[src/rtl/fetch_unit_if.sv]
// Instruction-cache request/response bus between the fetch unit and the I-cache.
// The fetch unit is the master; the cache answers combinationally on a hit.
interface fetch_unit_if #(
    parameter int unsigned LINE_WIDTH = 128
);
    logic [31:0]           cache_address;
    logic                  cache_enable;
    logic                  cache_ready;
    logic [LINE_WIDTH-1:0] cache_out_data;

    modport master (
        output cache_address,
        output cache_enable,
        input  cache_ready,
        input  cache_out_data
    );

    modport slave (
        input  cache_address,
        input  cache_enable,
        output cache_ready,
        output cache_out_data
    );
endinterface

[src/rtl/fetch_unit.sv]
// Instruction fetch unit: sequential PC, single-cycle I-cache lookup and an
// in-order fetch queue feeding decode, with redirect flush and misalignment trap.
module fetch_unit #(
    parameter int unsigned LINE_WIDTH  = 128,
    parameter int unsigned INSTR_WIDTH = 32,
    parameter int unsigned QUEUE_DEPTH = 4,
    parameter logic [31:0] RESET_PC    = 32'h0000_0000
) (
    input  logic                   clock,
    input  logic                   reset,
    input  logic                   stall,
    input  logic                   redirect_valid,
    input  logic [31:0]            redirect_pc,
    fetch_unit_if.master           cache,
    output logic [INSTR_WIDTH-1:0] instruction,
    output logic [31:0]            pc_out,
    output logic [31:0]            pcIncr,
    output logic [31:0]            pcJump,
    output logic                   instruction_valid,
    output logic                   misaligned_error
);

    localparam int unsigned WORDS   = LINE_WIDTH / INSTR_WIDTH;
    localparam int unsigned PTR_W   = $clog2(QUEUE_DEPTH);
    localparam logic [PTR_W:0] DEPTH_C = (PTR_W + 1)'(QUEUE_DEPTH);

    logic [31:0]            pc_q, pc_d;
    logic                   err_q, err_d;
    logic [PTR_W-1:0]       wr_ptr_q, wr_ptr_d;
    logic [PTR_W-1:0]       rd_ptr_q, rd_ptr_d;
    logic [PTR_W:0]         count_q, count_d;
    logic [31:0]            pc_mem_q    [QUEUE_DEPTH];
    logic [31:0]            pc_mem_d    [QUEUE_DEPTH];
    logic [INSTR_WIDTH-1:0] instr_mem_q [QUEUE_DEPTH];
    logic [INSTR_WIDTH-1:0] instr_mem_d [QUEUE_DEPTH];

    logic [31:0]            word_idx;
    logic [INSTR_WIDTH-1:0] fetch_word;
    logic                   can_accept;
    logic                   fetch_en;
    logic                   push;
    logic                   pop;

    // Word offset within the line; a mux loop keeps LINE_WIDTH=32 (one word) legal.
    always_comb begin
        word_idx   = (pc_q >> 2) & (WORDS - 1);
        fetch_word = '0;
        for (int unsigned i = 0; i < WORDS; i++) begin
            if (word_idx == i) begin
                fetch_word = cache.cache_out_data[i*INSTR_WIDTH +: INSTR_WIDTH];
            end
        end
    end

    always_comb begin
        instruction_valid = (count_q != '0) && !reset;
        pop               = instruction_valid && !stall && !redirect_valid;
        can_accept        = (count_q < DEPTH_C) || pop;
        fetch_en          = can_accept && !err_q && (pc_q[1:0] == 2'b00)
                            && !redirect_valid && !reset;
        push              = fetch_en && cache.cache_ready;
    end

    assign cache.cache_address = pc_q;
    assign cache.cache_enable  = fetch_en;

    always_comb begin
        pc_d        = pc_q;
        err_d       = err_q;
        wr_ptr_d    = wr_ptr_q;
        rd_ptr_d    = rd_ptr_q;
        count_d     = count_q;
        pc_mem_d    = pc_mem_q;
        instr_mem_d = instr_mem_q;

        if (redirect_valid) begin
            // Flush wins over any push/pop; the cache response this cycle is dropped.
            pc_d     = redirect_pc;
            err_d    = (redirect_pc[1:0] != 2'b00);
            wr_ptr_d = '0;
            rd_ptr_d = '0;
            count_d  = '0;
        end else begin
            err_d = err_q || (pc_q[1:0] != 2'b00);
            if (push) begin
                pc_mem_d[wr_ptr_q]    = pc_q;
                instr_mem_d[wr_ptr_q] = fetch_word;
                wr_ptr_d              = wr_ptr_q + PTR_W'(1);
                pc_d                  = pc_q + 32'd4;
            end
            if (pop) begin
                rd_ptr_d = rd_ptr_q + PTR_W'(1);
            end
            unique case ({push, pop})
                2'b10:   count_d = count_q + (PTR_W + 1)'(1);
                2'b01:   count_d = count_q - (PTR_W + 1)'(1);
                default: count_d = count_q;
            endcase
        end
    end

    always_ff @(posedge clock) begin
        if (reset) begin
            pc_q     <= RESET_PC;
            err_q    <= 1'b0;
            wr_ptr_q <= '0;
            rd_ptr_q <= '0;
            count_q  <= '0;
        end else begin
            pc_q     <= pc_d;
            err_q    <= err_d;
            wr_ptr_q <= wr_ptr_d;
            rd_ptr_q <= rd_ptr_d;
            count_q  <= count_d;
        end
        pc_mem_q    <= pc_mem_d;
        instr_mem_q <= instr_mem_d;
    end

    assign instruction      = instr_mem_q[rd_ptr_q];
    assign pc_out           = pc_mem_q[rd_ptr_q];
    assign pcIncr           = pc_out + 32'd4;
    assign pcJump           = {pcIncr[31:28], instruction[25:0], 2'b00};
    assign misaligned_error = err_q;

endmodule

[src/flat_wrapper.sv]
// flat-port wrapper written by rule: the top's interface ports become plain ports
module fetch_unit_flat 
#(
    parameter int unsigned LINE_WIDTH  = 128,
    parameter int unsigned INSTR_WIDTH = 32,
    parameter int unsigned QUEUE_DEPTH = 4,
    parameter logic [31:0] RESET_PC    = 32'h0000_0000
)
  (clock, reset, stall, redirect_valid, redirect_pc, instruction, pc_out, pcIncr, pcJump, instruction_valid, misaligned_error, cache_cache_address, cache_cache_enable, cache_cache_ready, cache_cache_out_data);
  fetch_unit_if #(.LINE_WIDTH(LINE_WIDTH)) cache_i ();
  input  logic clock;
  input  logic reset;
  input  logic stall;
  input  logic redirect_valid;
  input  logic [31:0] redirect_pc;
  output logic [INSTR_WIDTH-1:0] instruction;
  output logic [31:0] pc_out;
  output logic [31:0] pcIncr;
  output logic [31:0] pcJump;
  output logic instruction_valid;
  output logic misaligned_error;
  output wire logic [$bits(cache_i.cache_address)-1:0] cache_cache_address;
  output wire logic [$bits(cache_i.cache_enable)-1:0] cache_cache_enable;
  input wire logic [$bits(cache_i.cache_ready)-1:0] cache_cache_ready;
  input wire logic [$bits(cache_i.cache_out_data)-1:0] cache_cache_out_data;
  assign cache_cache_address = cache_i.cache_address;
  assign cache_cache_enable = cache_i.cache_enable;
  assign cache_i.cache_ready = cache_cache_ready;
  assign cache_i.cache_out_data = cache_cache_out_data;
  fetch_unit #(.LINE_WIDTH(LINE_WIDTH), .INSTR_WIDTH(INSTR_WIDTH), .QUEUE_DEPTH(QUEUE_DEPTH), .RESET_PC(RESET_PC)) u_core (.clock(clock), .reset(reset), .stall(stall), .redirect_valid(redirect_valid), .redirect_pc(redirect_pc), .cache(cache_i), .instruction(instruction), .pc_out(pc_out), .pcIncr(pcIncr), .pcJump(pcJump), .instruction_valid(instruction_valid), .misaligned_error(misaligned_error));
endmodule
[config.mk]
export PLATFORM = sky130hd
export DESIGN_NAME = fetch_unit_flat
export DESIGN_NICKNAME = d
export VERILOG_FILES = /design/src/rtl/fetch_unit_if.sv /design/src/rtl/fetch_unit.sv /design/src/flat_wrapper.sv
export SDC_FILE = /design/constraint.sdc
export NUM_CORES = 1
export LEC_CHECK = 0
export CAP_MARGIN = 30
export CORE_ASPECT_RATIO = 0.9
export CORE_UTILIZATION = 30
export DETAILED_ROUTE_END_ITERATION = 16
export GPL_ROUTABILITY_DRIVEN = 0
export HOLD_SLACK_MARGIN = 0.1
export SETUP_SLACK_MARGIN = 0.1
export SLEW_MARGIN = 15
export SYNTH_ARGS = -nofsm -noshare
export SYNTH_HDL_FRONTEND = slang
export SYNTH_SLANG_ARGS = --single-unit
[constraint.sdc]
create_clock -name clock -period 9.65 [get_ports clock]
set_input_delay 1.4475 -clock clock [delete_from_list [all_inputs] [get_ports clock]]
set_output_delay 1.4475 -clock clock [all_outputs]
set_load 0.03 [all_outputs]
==> results of run 1 <==
-- Yosys cell counts (3+ instances only) --
cell	instances	area, um^2
or3_1	4	25.0
mux2i_1	3	30.0
buf_4	35	263
or4_1	3	22.5
a31oi_1	11	68.8
o21ai_0	48	240
a311oi_1	4	35.0
a21o_1	3	22.5
a32oi_1	6	52.6
dfxtp_1	40	801
edfxtp_1	256	7690
nand3_1	24	120
mux4_2	63	1420
a221oi_1	3	26.3
buf_1	7	26.3
clkbuf_1	34	128
a21oi_1	55	275
inv_1	17	63.8
xor2_1	9	78.8
and3_1	9	56.3
nor2_1	69	259
ha_1	10	125
a22oi_1	34	255
buf_2	9	45.0
nand2_1	72	270
nor4_1	6	37.5
a211oi_1	5	37.5
and2_1	9	56.3
nor3_1	13	65.1
xnor2_1	28	245
nand4_1	18	113
-- cells by family after synthesis --
logic type                 synth area share, %
muxes                                     11.1
and+or+nand+nor                           9.36
xor gates and xnor gates                  2.43
adders and majority gates                 1.09
AOI/OAI and AO/OA                         8.13
DFF                                       63.6
buffers and inverters                     4.29
other                                   0.0281
-- state kept, by name, indices dropped and copies added (netlist names) --
register / cells
u_core.pc_mem_q: 128
u_core.count_q: 3
u_core.cache.cache_address: 32
u_core.instr_mem_q: 128
u_core.wr_ptr_q: 2
u_core.misaligned_error: 1
u_core.rd_ptr_q: 2
-- final timing paths --
kind / from / end / slack (ns) / cells past startpoint
worst max register to register: u_core.cache.cache_address[3] / u_core.instr_mem_q[32] / 6.56 / 8
worst min register to register: u_core.wr_ptr_q[1] / u_core.wr_ptr_q[1] / 0.50 / 2
worst max-delay path: u_core.rd_ptr_q[1] / pcIncr[30] / 3.81 / 7
worst min-delay path: u_core.wr_ptr_q[1] / u_core.wr_ptr_q[1] / 0.50 / 2
-- tightest hold or removal path: cells and delay by family, from the launching register on --
family	cells	cell delay, ns
flip-flops	1	0.34
AO/OA/AOI/OAI	1	0.06
AND/OR/NAND/NOR	1	0.06
-- routing by layer --
layer  global-route usage [%]  routed length (um)  up-vias
met4                     5.25                 931        2
met2                     26.8               17700      269
met5                        0                  13        -
met1                     21.1               16400     4473
met3                     2.83                1870       59
li1                         -                   -     4212
-- per-stage QoR --
stage / setup slack, ns / hold slack [ns] / power, uW
global placement: 4.30 / 0.488 / 1780
detailed placement: 4.33 / 0.496 / 1780
finish: 3.81 / 0.503 / 2980
CTS: 3.71 / 0.504 / 3020
global route: 3.55 / 0.525 / 3090
floorplan: 5.30 / 0.469 / 1620
-- final cells by class --
type                    count  area [um^2]  area share (%)
flip-flops and latches    296         8500            47.0
multi-input cells         540         4310            23.8
repair buffers            341         3390            18.8
clock buffers              46          926            5.13
well taps                 592          741            4.10
clock inverters            13          138           0.762
inverters                  18         67.6           0.374
-- power by group --
| group | internal [uW] | switching, uW | leakage (uW) | total (uW) |
|---|---|---|---|---|
| registers | 1430 | 26.2 | 0.00269 | 1450 |
| logic | 139 | 163 | 0.00260 | 302 |
| clock network | 731 | 500 | 0.000521 | 1230 |
==> out/results.tsv, run 1 <==
metric	value	unit
status	completed	
Synth Flop Type	edfxtp_1	
Max Root-Sink Buffers	3	
layout cells sized above 1	12.0	%
global route overflow	0	
Detailed Routing Iterations Pass 1	5	
die height	202	um
Reg clk slew, reported paths	0.06	ns
core area	0.0434	mm^2
Setup-failing EPs final	0	
Cell Pwr Density	165	mW/mm^2
synthesized area	0.0133	mm^2
total track usage	16.0	%
Critical Path RT	8.20	ns
Routed WL	36.9	mm
Post-Syn Instances	941	
CP max-delay cell	clkdlybuf4s50_1	
maxcap violations	0	
Area growth syn-to-layout	35.4	%
CTS tree	done	
largest delay contributor family on the critical path	buffers and inverters	
# port buffers	325	
first-pass GRT wire length	54.9	mm
CP peak stage delay	0.71	ns
Initial Util	30.7	%
Critical Path AT	4.39	ns
CTS Root Cell	clkbuf_16	
antenna violations before repair	1	
largest net degree at the start of global routing	68	
post-synthesis sequential area ratio	63.6	%
element type at the critical path end	output pin	
Synthesis Warnings	0	
Slew Limit Fails	0	
final hold vios	0	
ys async rst share	0	%
number of global-route vias before repair	9185	
synthesized area per cell	14.2	um^2
Crit Path Class	reg2out	
highest net fanout along the worst path	44	
drt wl/cell	20.0	um
Core Util, Final	41.6	%
f_max	0.171	GHz
H-tree depth	2	
die area	0.0453	mm^2
setup bufs post-CTS	0	
post-synth cell types	61	
worst skew pair latency	0.52	ns
Post-DP HPWL	24.9	mm
Vias	9015	
Inserted Diodes	0	
setup_tns	0	ns
Final Skew	0.0174	ns
FF+latch count, synth	296	
crit path buf inv count	2	
vias per cell	4.88	
commonest non-fill, non-tap cell in the layout	clkdlybuf4s50_1	
minimum clock period	5.84	ns
Slew HR	40.9	%
Final #Nets	1407	
cell area after layout	0.0181	mm^2
DRC	0	
maximum resistive drop on vdd	102	uV
# resized after CTS	0	
fin cells	1846	
placed cell area	0.0170	mm^2
Num CTS Buffers	34	
most frequent cells in the layout	clkdlybuf4s50_1 (325), edfxtp_1 (256), nand2_1 (72)	
Slew @ Worst Pin	0.879	ns
hold buffers post-CTS	0	
Final Cycle Share	60.5	%
number of synthesized flops with an enable pin	256	
Tightest Hold Check Type	reg2reg	
IO Pins	328	
Antenna Nets Post-Route	0	
clk sinks	296	
drt first-iter violations	495	
critical path cell sequence	buf_4 -> mux4_2 -> nand4_1 -> nor4_2 -> nand3_1 -> xnor2_1 -> clkdlybuf4s50_1	
row count	72	
filler instances	4073	
Placed Cells	1786	
leakage	0.00581	uW
startpoint type of the worst setup path	register	
RSZ-0062 raised after global routing	no	
Die W	224	um
(Power assumes the default switching activity.)
==> run 2, diff against run 1 <==
- clock period: 9.65 -> 5.04 ns (I/O delays scaled with it)
==> out/results.tsv, run 2 (same netlist as run 1, synthesis figures left out) <==
metric	value	unit
largest net degree at the start of global routing	68	
Cell Pwr Density	316	mW/mm^2
die height	202	um
Critical Path RT	4.28	ns
FF-to-FF setup slack	1.95	ns
CTS tree	done	
Setup-failing EPs final	0	
Vias	9061	
Num CTS Buffers	31	
most frequent cells in the layout	clkdlybuf4s50_1 (325), edfxtp_1 (256), nand2_1 (72)	
global route overflow	0	
R2R cell count	7	
vias per cell	4.88	
Inserted Diodes	0	
DRC	0	
Final Cycle Share	92.0	%
Die W	224	um
drt wl/cell	20.2	um
Max Root-Sink Buffers	3	
Slew Limit Fails	0	
worst skew pair latency	0.56	ns
highest net fanout along the worst path	24	
hold buffers post-CTS	0	
Post-DP HPWL	26.1	mm
total track usage	16.3	%
layout cells sized above 1	12.9	%
Critical Path AT	3.88	ns
maximum resistive drop on vdd	159	uV
# resized after CTS	0	
Int Pwr	4480	uW
Area growth syn-to-layout	36.5	%
final hold slack	0.498	ns
Final Skew	0.0106	ns
leakage	0.00589	uW
Crit Path Class	reg2out	
crit path from	u_core.rd_ptr_q[0]	
Reg clk slew, reported paths	0.07	ns
CTS Root Cell	clkbuf_16	
startpoint type of the worst setup path	register	
core area	0.0434	mm^2
maxcap violations	0	
row count	72	
antenna violations before repair	0	
RSZ-0062 raised after global routing	no	
die area	0.0453	mm^2
reg2reg start	u_core.cache.cache_address[2]	
drt first-iter violations	626	
Initial Util	30.7	%
clk sinks	296	
# port buffers	325	
IO Pins	328	
combinational share of power	10.2	%
element type at the critical path end	output pin	
f_max	0.216	GHz
share of power burned in registers	48.2	%
commonest non-fill, non-tap cell in the layout	clkdlybuf4s50_1	
Hold Crit Start	u_core.wr_ptr_q[1]	
Slew @ Worst Pin	0.899	ns
Tightest Hold Check Type	reg2reg	
Antenna Nets Post-Route	0	
status	completed	
first-pass GRT wire length	56.2	mm
final hold vios	0	
sw frac	22.3	%
setup_tns	0	ns
Final #Nets	1415	
Detailed Routing Iterations Pass 1	5	
number of global-route vias before repair	9121	
CP endpoint	pcJump[30]	
setup bufs post-CTS	0	
minimum clock period	4.64	ns
H-tree depth	1	
r2r endpoint	u_core.instr_mem_q[25]	
Clk network pwr share	41.6	%
Routed WL	37.4	mm
Slew HR	40.1	%
switching pwr	1290	uW
-- run 2: worst max-delay path, cell delays in order, from the launching register on --
cell and delay [ns]:
dfxtp_4 0.67, mux4_2 0.39, nand4_1 0.32, nor4_2 0.66, nand3_1 0.21, xnor2_1 0.30
clkdlybuf4s50_1 0.73
-- run 2: worst min-delay path by stage --
stage	to	slack [ns]	depth (start not counted)
after floorplan	u_core.wr_ptr_q[1]	0.47	2
after global placement	u_core.wr_ptr_q[1]	0.48	2
after detailed placement	u_core.wr_ptr_q[1]	0.49	2
after CTS	u_core.wr_ptr_q[1]	0.50	2
after global routing	u_core.wr_ptr_q[1]	0.51	2
final	u_core.wr_ptr_q[1]	0.50	2
-- run 2: layout make-up --
cell class              count  area [um^2]
flip-flops and latches    296         8500
fillers                  4053        25200
clock inverters            18          243
inverters                  18         67.6
well taps                 592          741
multi-input cells         540         4310
repair buffers            352         3520
clock buffers              40          840
-- run 2: per-stage QoR --
stage               area (um^2)  util, %  std cells  worst slack, ns  total power, uW
finish                    18200     41.9       1856            0.403             5760
detailed placement        17100     39.4       1797            0.905             3420
CTS                       18200     41.9       1855            0.254             5840
global placement          17100     39.4       1796            0.926             3410
floorplan                 13300        -        942             1.39             3110
global route              18200     41.9       1856            0.144             5980
-- run 2: routing by layer --
layer | wire [um] | GRT usage [%] | vias up
met1 | 16800 | 22.9 | 4512
li1 | - | - | 4210
met3 | 2170 | 2.70 | 58
met4 | 847 | 4.37 | 0
met2 | 17600 | 26.2 | 281
met5 | 0 | 0 | -
-- run 2: power groups by stage --
stage	logic [uW]	clock network, uW	registers [uW]
global route	635	2560	2780
finish	587	2400	2780
detailed placement	593	0	2830
CTS	595	2470	2780
global placement	583	0	2830
floorplan	264	0	2840
==> run 3, diff against run 2 <==
- CTS_CLUSTER_SIZE: default -> 14
==> results of run 3 <==
No change in the layout: final DEF, timing and power equal those of run 2.
